<file path="src/rtl/pool_flat_engine_pkg.sv">
// Shared definitions for the pooling/flatten engine: conv-memory map select
// encodings, default widths and the FSM state type.
package pool_flat_engine_pkg;

  localparam int PFE_IMG_W  = 64;
  localparam int PFE_DATA_W = 20;
  localparam int PFE_NUM_CH = 2;
  localparam int PFE_ADDR_W = 12;

  localparam logic [2:0] CSEL_NONE  = 3'b000;
  localparam logic [2:0] CSEL_L0_K0 = 3'b001;
  localparam logic [2:0] CSEL_L0_K1 = 3'b010;
  localparam logic [2:0] CSEL_L1_K0 = 3'b011;
  localparam logic [2:0] CSEL_L1_K1 = 3'b100;
  localparam logic [2:0] CSEL_L2    = 3'b101;

  typedef enum logic [2:0] {
    ST_IDLE,
    ST_RD,
    ST_RD_T,
    ST_WR_P,
    ST_WR_F,
    ST_DONE
  } pfe_state_t;

  function automatic logic [2:0] csel_l0(input logic ch);
    return ch ? CSEL_L0_K1 : CSEL_L0_K0;
  endfunction

  function automatic logic [2:0] csel_l1(input logic ch);
    return ch ? CSEL_L1_K1 : CSEL_L1_K0;
  endfunction

endpackage

</file>
<file path="src/rtl/pool_flat_engine_if.sv">
// Shared conv-memory port: one read channel (data returns one cycle after
// crd) and one write channel, both qualified by the csel map select.
interface pool_flat_engine_if #(
  parameter int DATA_W = 20,
  parameter int ADDR_W = 12
);
  logic              crd;
  logic [ADDR_W-1:0] caddr_rd;
  logic [DATA_W-1:0] cdata_rd;
  logic              cwr;
  logic [ADDR_W-1:0] caddr_wr;
  logic [DATA_W-1:0] cdata_wr;
  logic [2:0]        csel;

  modport master (
    output crd, caddr_rd, cwr, caddr_wr, cdata_wr, csel,
    input  cdata_rd
  );

  modport slave (
    input  crd, caddr_rd, cwr, caddr_wr, cdata_wr, csel,
    output cdata_rd
  );
endinterface

</file>
<file path="src/rtl/pool_flat_engine_pool_addr_gen.sv">
// Window/channel/sample counters and the address math for the pooling engine.
// Counters wrap back to zero after the last window of the last channel, so a
// completed pass leaves them ready for the next start.
module pool_addr_gen
  import pool_flat_engine_pkg::*;
#(
  parameter int IMG_W  = PFE_IMG_W,
  parameter int NUM_CH = PFE_NUM_CH,
  parameter int ADDR_W = PFE_ADDR_W
) (
  input  logic              clk,
  input  logic              reset,
  input  logic              smp_inc,
  input  logic              win_inc,
  output logic [1:0]        smp,
  output logic              ch,
  output logic              last,
  output logic [ADDR_W-1:0] rd_addr,
  output logic [ADDR_W-1:0] l1_addr,
  output logic [ADDR_W-1:0] l2_addr
);

  localparam int HALF_BITS = $clog2(IMG_W / 2);

  logic [HALF_BITS-1:0] wr;
  logic [HALF_BITS-1:0] wc;
  logic [1:0]           smp_q;
  logic                 ch_q;

  // Sample index steps per issued read; window index steps once per window,
  // rolling wc -> wr -> ch (map width is a power of two, so all-ones is last).
  always_ff @(posedge clk) begin
    if (reset) begin
      smp_q <= 2'd0;
      wr    <= '0;
      wc    <= '0;
      ch_q  <= 1'b0;
    end else begin
      if (smp_inc) smp_q <= smp_q + 2'd1;
      if (win_inc) begin
        wc <= wc + 1'b1;
        if (&wc) begin
          wr <= wr + 1'b1;
          if (&wr && (NUM_CH == 2)) ch_q <= ~ch_q;
        end
      end
    end
  end

  // Sample order inside a window: smp[1] selects the row, smp[0] the column,
  // and row*IMG_W+col reduces to a bit concatenation.
  assign rd_addr = ADDR_W'({wr, smp_q[1], wc, smp_q[0]});
  assign l1_addr = ADDR_W'({wr, wc});
  assign l2_addr = (NUM_CH == 2) ? ADDR_W'({wr, wc, ch_q}) : ADDR_W'({wr, wc});
  assign last    = (&wr) && (&wc) && (ch_q == 1'(NUM_CH - 1));
  assign smp     = smp_q;
  assign ch      = ch_q;

endmodule

</file>
<file path="src/rtl/pool_flat_engine.sv">
// 2x2 stride-2 max-pool over the layer-0 maps, writing each result to its
// layer-1 map and interleaved by channel into the layer-2 flatten map.
// Optional build macro PFE_CYCLE_CNT_EN adds a 16-bit busy-cycle counter port.
//
//  state   | meaning
//  --------+-----------------------------------------------------------
//  IDLE    | waiting for start, memory port released
//  RD      | four reads of the current window (crd=1)
//  RD_T    | read tail: last sample arrives, max finalised
//  WR_P    | write max to the layer-1 map of the current channel
//  WR_F    | write max to the flatten map; next window or finish
//  DONE    | one-cycle done pulse
module pool_flat_engine
  import pool_flat_engine_pkg::*;
#(
  parameter int IMG_W  = PFE_IMG_W,
  parameter int DATA_W = PFE_DATA_W,
  parameter int NUM_CH = PFE_NUM_CH,
  parameter int ADDR_W = PFE_ADDR_W
) (
  input  logic clk,
  input  logic reset,
  input  logic start,
  output logic busy,
  output logic done,
`ifdef PFE_CYCLE_CNT_EN
  output logic [15:0] cycle_cnt,
`endif
  pool_flat_engine_if.master cmem
);

  pfe_state_t        state;
  logic [DATA_W-1:0] max_q;
  logic              last_q;
  logic              smp_inc;
  logic              win_inc;
  logic [1:0]        smp;
  logic              ch;
  logic              last;
  logic [ADDR_W-1:0] rd_addr;
  logic [ADDR_W-1:0] l1_addr;
  logic [ADDR_W-1:0] l2_addr;

  // Strictly greater replaces, so ties keep the earlier sample.
  function automatic logic [DATA_W-1:0] keep_max(input logic [DATA_W-1:0] cand,
                                                 input logic [DATA_W-1:0] cur);
    return ($signed(cand) > $signed(cur)) ? cand : cur;
  endfunction

  // A sample index is consumed every time a read address is registered.
  assign smp_inc = ((state == ST_IDLE) && start) ||
                   ((state == ST_RD) && (smp != 2'd0)) ||
                   ((state == ST_WR_F) && !last_q);
  // Advance during WR_P: the flatten address has already been sampled, and the
  // next window's first read address is ready by WR_F.
  assign win_inc = (state == ST_WR_P);

  pool_addr_gen #(
    .IMG_W (IMG_W),
    .NUM_CH(NUM_CH),
    .ADDR_W(ADDR_W)
  ) u_addr_gen (
    .clk    (clk),
    .reset  (reset),
    .smp_inc(smp_inc),
    .win_inc(win_inc),
    .smp    (smp),
    .ch     (ch),
    .last   (last),
    .rd_addr(rd_addr),
    .l1_addr(l1_addr),
    .l2_addr(l2_addr)
  );

  // Sequencer with registered memory-port outputs; read data lags crd by one
  // cycle, so samples land while smp is 2, 3, 0 and in RD_T.
  always_ff @(posedge clk) begin
    if (reset) begin
      state         <= ST_IDLE;
      busy          <= 1'b0;
      done          <= 1'b0;
      cmem.crd      <= 1'b0;
      cmem.cwr      <= 1'b0;
      cmem.caddr_rd <= '0;
      cmem.caddr_wr <= '0;
      cmem.cdata_wr <= '0;
      cmem.csel     <= CSEL_NONE;
      max_q         <= '0;
      last_q        <= 1'b0;
    end else begin
      done <= 1'b0;
      case (state)
        ST_IDLE: begin
          if (start) begin
            state         <= ST_RD;
            busy          <= 1'b1;
            cmem.crd      <= 1'b1;
            cmem.csel     <= csel_l0(ch);
            cmem.caddr_rd <= rd_addr;
          end
        end
        ST_RD: begin
          if (smp == 2'd2)      max_q <= cmem.cdata_rd;
          else if (smp != 2'd1) max_q <= keep_max(cmem.cdata_rd, max_q);
          if (smp == 2'd0) begin
            state     <= ST_RD_T;
            cmem.crd  <= 1'b0;
            cmem.csel <= CSEL_NONE;
          end else begin
            cmem.caddr_rd <= rd_addr;
          end
        end
        ST_RD_T: begin
          state         <= ST_WR_P;
          cmem.cwr      <= 1'b1;
          cmem.csel     <= csel_l1(ch);
          cmem.caddr_wr <= l1_addr;
          cmem.cdata_wr <= keep_max(cmem.cdata_rd, max_q);
        end
        ST_WR_P: begin
          state         <= ST_WR_F;
          cmem.csel     <= CSEL_L2;
          cmem.caddr_wr <= l2_addr;
          last_q        <= last;
        end
        ST_WR_F: begin
          cmem.cwr <= 1'b0;
          if (last_q) begin
            state     <= ST_DONE;
            cmem.csel <= CSEL_NONE;
            done      <= 1'b1;
          end else begin
            state         <= ST_RD;
            cmem.crd      <= 1'b1;
            cmem.csel     <= csel_l0(ch);
            cmem.caddr_rd <= rd_addr;
          end
        end
        ST_DONE: begin
          state <= ST_IDLE;
          busy  <= 1'b0;
        end
        default: state <= ST_IDLE;
      endcase
    end
  end

`ifdef PFE_CYCLE_CNT_EN
  // Value always includes the current busy cycle: loads 1 for the first busy
  // cycle, so it reads the full busy length during the done cycle, then holds.
  always_ff @(posedge clk) begin
    if (reset)                          cycle_cnt <= 16'd0;
    else if ((state == ST_IDLE) && start) cycle_cnt <= 16'd1;
    else if (busy && (state != ST_DONE)) cycle_cnt <= cycle_cnt + 16'd1;
  end
`endif

endmodule
</file>
<file path="src/flat_wrapper.sv">
// flat-port wrapper written by rule: the top's interface ports become plain ports
module pool_flat_engine_flat import pool_flat_engine_pkg::*;
#(
  parameter int IMG_W  = PFE_IMG_W,
  parameter int DATA_W = PFE_DATA_W,
  parameter int NUM_CH = PFE_NUM_CH,
  parameter int ADDR_W = PFE_ADDR_W
)
  (clk, reset, start, busy, done, cmem_crd, cmem_caddr_rd, cmem_cwr, cmem_caddr_wr, cmem_cdata_wr, cmem_csel, cmem_cdata_rd);
  pool_flat_engine_if #(.DATA_W(DATA_W), .ADDR_W(ADDR_W)) cmem_i ();
  input  logic clk;
  input  logic reset;
  input  logic start;
  output logic busy;
  output logic done;
  output wire logic [$bits(cmem_i.crd)-1:0] cmem_crd;
  output wire logic [$bits(cmem_i.caddr_rd)-1:0] cmem_caddr_rd;
  output wire logic [$bits(cmem_i.cwr)-1:0] cmem_cwr;
  output wire logic [$bits(cmem_i.caddr_wr)-1:0] cmem_caddr_wr;
  output wire logic [$bits(cmem_i.cdata_wr)-1:0] cmem_cdata_wr;
  output wire logic [$bits(cmem_i.csel)-1:0] cmem_csel;
  input wire logic [$bits(cmem_i.cdata_rd)-1:0] cmem_cdata_rd;
  assign cmem_crd = cmem_i.crd;
  assign cmem_caddr_rd = cmem_i.caddr_rd;
  assign cmem_cwr = cmem_i.cwr;
  assign cmem_caddr_wr = cmem_i.caddr_wr;
  assign cmem_cdata_wr = cmem_i.cdata_wr;
  assign cmem_csel = cmem_i.csel;
  assign cmem_i.cdata_rd = cmem_cdata_rd;
  pool_flat_engine #(.IMG_W(IMG_W), .DATA_W(DATA_W), .NUM_CH(NUM_CH), .ADDR_W(ADDR_W)) u_core (.clk(clk), .reset(reset), .start(start), .busy(busy), .done(done), .cmem(cmem_i));
endmodule
</file>
<file path="config.mk">
export PLATFORM = sky130hd
export DESIGN_NAME = pool_flat_engine_flat
export DESIGN_NICKNAME = d
export VERILOG_FILES = /design/src/rtl/pool_flat_engine_pkg.sv /design/src/rtl/pool_flat_engine_if.sv /design/src/rtl/pool_flat_engine_pool_addr_gen.sv /design/src/rtl/pool_flat_engine.sv /design/src/flat_wrapper.sv
export SDC_FILE = /design/constraint.sdc
export NUM_CORES = 1
export LEC_CHECK = 0
export CAP_MARGIN = 20
export CORE_MARGIN = 2
export CORE_UTILIZATION = 52
export DETAILED_ROUTE_END_ITERATION = 8
export PLACE_DENSITY = 0.79
export SLEW_MARGIN = 20
export SYNTH_ARGS = -nofsm -noshare
export SYNTH_HDL_FRONTEND = slang
export SYNTH_SLANG_ARGS = --single-unit
</file>
<file path="constraint.sdc">
create_clock -name clk -period 5.1 [get_ports clk]
set_input_delay 1.02 -clock clk [delete_from_list [all_inputs] [get_ports clk]]
set_output_delay 1.02 -clock clk [all_outputs]
set_load 0.02 [all_outputs]
</file>
==> results.json <==
{
  "pwr-share-comb": 0.376,
  "avgSynthCellArea_um2": 9.099,
  "cp_data_arrival_time_ns": 4.08,
  "dp_worst_setup_slack_ns": 0.8413,
  "setup_tns_ns": 0,
  "clock_latency_ns": 0.36,
  "worstHoldPathType": "reg2reg",
  "vias": 3333,
  "diodes": 0,
  "critPathCaptureType": "flip-flop",
  "cts_tree": "done",
  "synthArstFlopShare": 0,
  "synth.largest_area_cell": "dfxtp_1",
  "p_sw_frac": 0.3505,
  "firstDrtPassIters": 4,
  "drv_cap": 0,
  "dpl_cell_area_um2": 5094,
  "rows": 33,
  "maxSlewHeadroom": 0.2633,
  "crit_fanout": 11,
  "status": "complete, no violations",
  "antenna_found_initial": 0,
  "netlist_instances": 477,
  "leakagePower_nw": 1.958,
  "cts.sinks": 87,
  "io_buffers": 72,
  "worstHoldStart": "u_core.cmem.csel[0]$_SDFFE_PP0P_",
  "final_core_util": 0.6536,
  "synth_common_cells": "dfxtp_1 (87), mux2i_1 (65), nor2_1 (63)",
  "critPathMaxStageDelay_ns": 0.55,
  "crit_type": "in2reg",
  "drc": 0,
  "drt_iter0_drc": 116,
  "critical_path.cell_chain": "clkdlybuf4s50_1 -> ha_1 -> nand4_1 -> nor4bb_1 -> a21boi_0 -> a2111o_1 -> mux2i_4 -> buf_4 -> mux2i_1 -> a211oi_1",
  "synth_top_area_frac": 0.4013,
  "finalHoldViolCount": 0,
  "start_kind": "input pin",
  "cts_root_buf": "clkbuf_8",
  "regToRegSetupSlack_ns": 1.96,
  "p_int_mw": 1.487,
  "fmax_mhz": 258.9,
  "sequentialPowerShare": 0.393,
  "synthFlopType": "dfxtp_1",
  "postCtsSetupRepairBufs": 0,
  "grtUsageTotal": 0.1997,
  "clockPowerShare": 0.231,
  "ir_drop_mv": 0.1928,
  "synth_edf_count": 0,
  "holdPathStages": 2,
  "r2r-start": "u_core.max_q[19]$_SDFFE_PP0P_",
  "fin_crit_ns": 3.863,
  "cp_slowest_cell": "mux2i_4",
  "rsz0062_at_grt": "no",
  "crit_start": "cmem_cdata_rd[19]",
  "yosysMostFrequentCell": "dfxtp_1",
  "yosysSeqAreaShare": 0.4013,
  "p_switching_mw": 0.8027,
  "path_depth": 10,
  "area_delta_synth_final_pct": 22.48,
  "core-area_um2": 8134,
  "die_w_um": 95.36,
  "final_nets": 583,
  "layout_setup_ws_ns": 1.237,
  "cts_hold_buf": 0,
  "path_buf_inv": 2,
  "ant_nets": 0,
  "power_mw": 2.290,
  "stdcell_area_um2": 5316,
  "finClkSkew_ns": 0.01121,
  "ys_ff_latch": 87,
  "io_pins": 74,
  "grt_first_pass_wirelength_um": 14260,
  "clk_pin_slew_ns": 0.08,
  "wire_per_inst_um": 13.63,
  "finalCritPeriodShare": 0.7574,
  "ctsHtreeMaxLevel": 3,
  "die_area_um2": 9094,
  "setup_viol": 0,
  "worst_r2r_endpoint": "u_core.cmem.cdata_wr[10]$_SDFFE_PP0N_",
  "wl_um": 8763,
  "start_util": 0.5336,
  "synth_nets": 527,
  "path_delay_family": "multiplexers",
  "cts.repair.resized": 0,
  "place_congestion": 0.8621,
  "grt-ovfl-total": 0,
  "power_density_nw_per_um2": 430.7,
  "dp_hpwl_um": 6234,
  "worst_ep_required_time_ns": 5.31,
  "grt_start_max_net_pins": 71,
  "ff2ff_path_depth": 10,
  "whs_endpoint": "u_core.cmem.csel[0]$_SDFFE_PP0P_",
  "slew_violations": 0,
  "first_global_vias": 3051,
  "die_h_um": 95.36,
  "clk_path_buf_depth": 2,
  "syn_area_um2": 4340,
  "drive_above_1_share": 0.05019,
  "viasPerCell": 5.184,
  "ys_types": 40,
  "synthTopCellsByArea": "dfxtp_1 (40%), mux2i_1 (15%), ha_1 (7.8%)",
  "cts_buffers": 9,
  "tightest_slew_ns": 1.104,
  "num-fill-cells": 678,
  "ys_warn_count": 0
}
[through the flow]
step	hold WS, ns	std cells
after detailed placement	0.4491	627
after floorplan	0.4491	477
final	0.4611	643
after global placement	0.4418	627
after CTS	0.4615	643
after global routing	0.4816	643
[area by class of cell]
type	count	area, µm²	share of cell area
tap	105	131.4	0.02471
clock inverter	7	96.34	0.01812
inverter	24	90.09	0.01695
sequential	87	1742	0.3276
timing repair buffer	77	768.2	0.1445
multi-input combinational	334	2365	0.4448
clock buffer	9	123.9	0.02330
[registers in the layout, summed over array words and instances, names as in the netlist, 2 cells and up]
name                   count
u_core.cmem.cdata_wr      20
u_core.max_q              20
u_core.cmem.caddr_rd      12
u_core.cmem.caddr_wr      11
u_core.u_addr_gen.wc       5
u_core.u_addr_gen.wr       5
u_core.cmem.csel           3
u_core.state               3
u_core.u_addr_gen.smp      2
[worst min-delay path, cell delays in order, from the launching register on]
cell	delay, ns
dfxtp_1	0.32
nand2_1	0.05
a21oi_1	0.05
[worst max path at each step]
| stage | endpoint |
|---|---|
| detailed placement | u_core.cmem.cdata_wr[10]$_SDFFE_PP0N_ |
| CTS | u_core.cmem.cdata_wr[10]$_SDFFE_PP0N_ |
| global route | u_core.cmem.cdata_wr[10]$_SDFFE_PP0N_ |
| finish | u_core.cmem.cdata_wr[10]$_SDFFE_PP0N_ |
| global placement | u_core.cmem.cdata_wr[7]$_SDFFE_PP0N_ |
| floorplan | u_core.max_q[0]$_SDFFE_PP0P_ |
[routing by layer]
metal | track usage | part of all wire | routed length (µm)
met1 | 0.2743 | 0.49 | 4328
met5 | 0 | 0 | 0
met3 | 0.04032 | 0.046 | 400
met4 | 0.08333 | 0.017 | 150
met2 | 0.3058 | 0.44 | 3885
[cell usage in the layout, fill, tap and decap left out, drive strengths merged, types with 9 or more instances in the layout]
cell / Yosys / layout
dfxtp: 87 / 87
clkdlybuf4s50: 0 / 71
mux2i: 66 / 66
nor2: 63 / 63
nand2b: 45 / 45
a211oi: 31 / 31
ha: 27 / 27
inv: 24 / 25
a21oi: 22 / 22
nand2: 20 / 20
o21ai: 10 / 10
clkbuf: 20 / 9
[power by group through the flow]
stage	sequential, mW	combinational, mW	clock (mW)
CTS	0.900	0.867	0.541
detailed placement	0.915	0.862	0
finish	0.900	0.861	0.530
floorplan	0.967	0.524	0
global placement	0.910	0.840	0
global route	0.918	0.941	0.563
[cells by family after synthesis]
family          synth area share
fa+ha+maj                0.07783
flops                     0.4013
mux                       0.1531
other cells            0.0008640
buf+inv                  0.05736
simple gates              0.1793
compound gates            0.1121
xor+xnor                 0.01816
No activity file was read; power rests on OpenSTA's default activity.
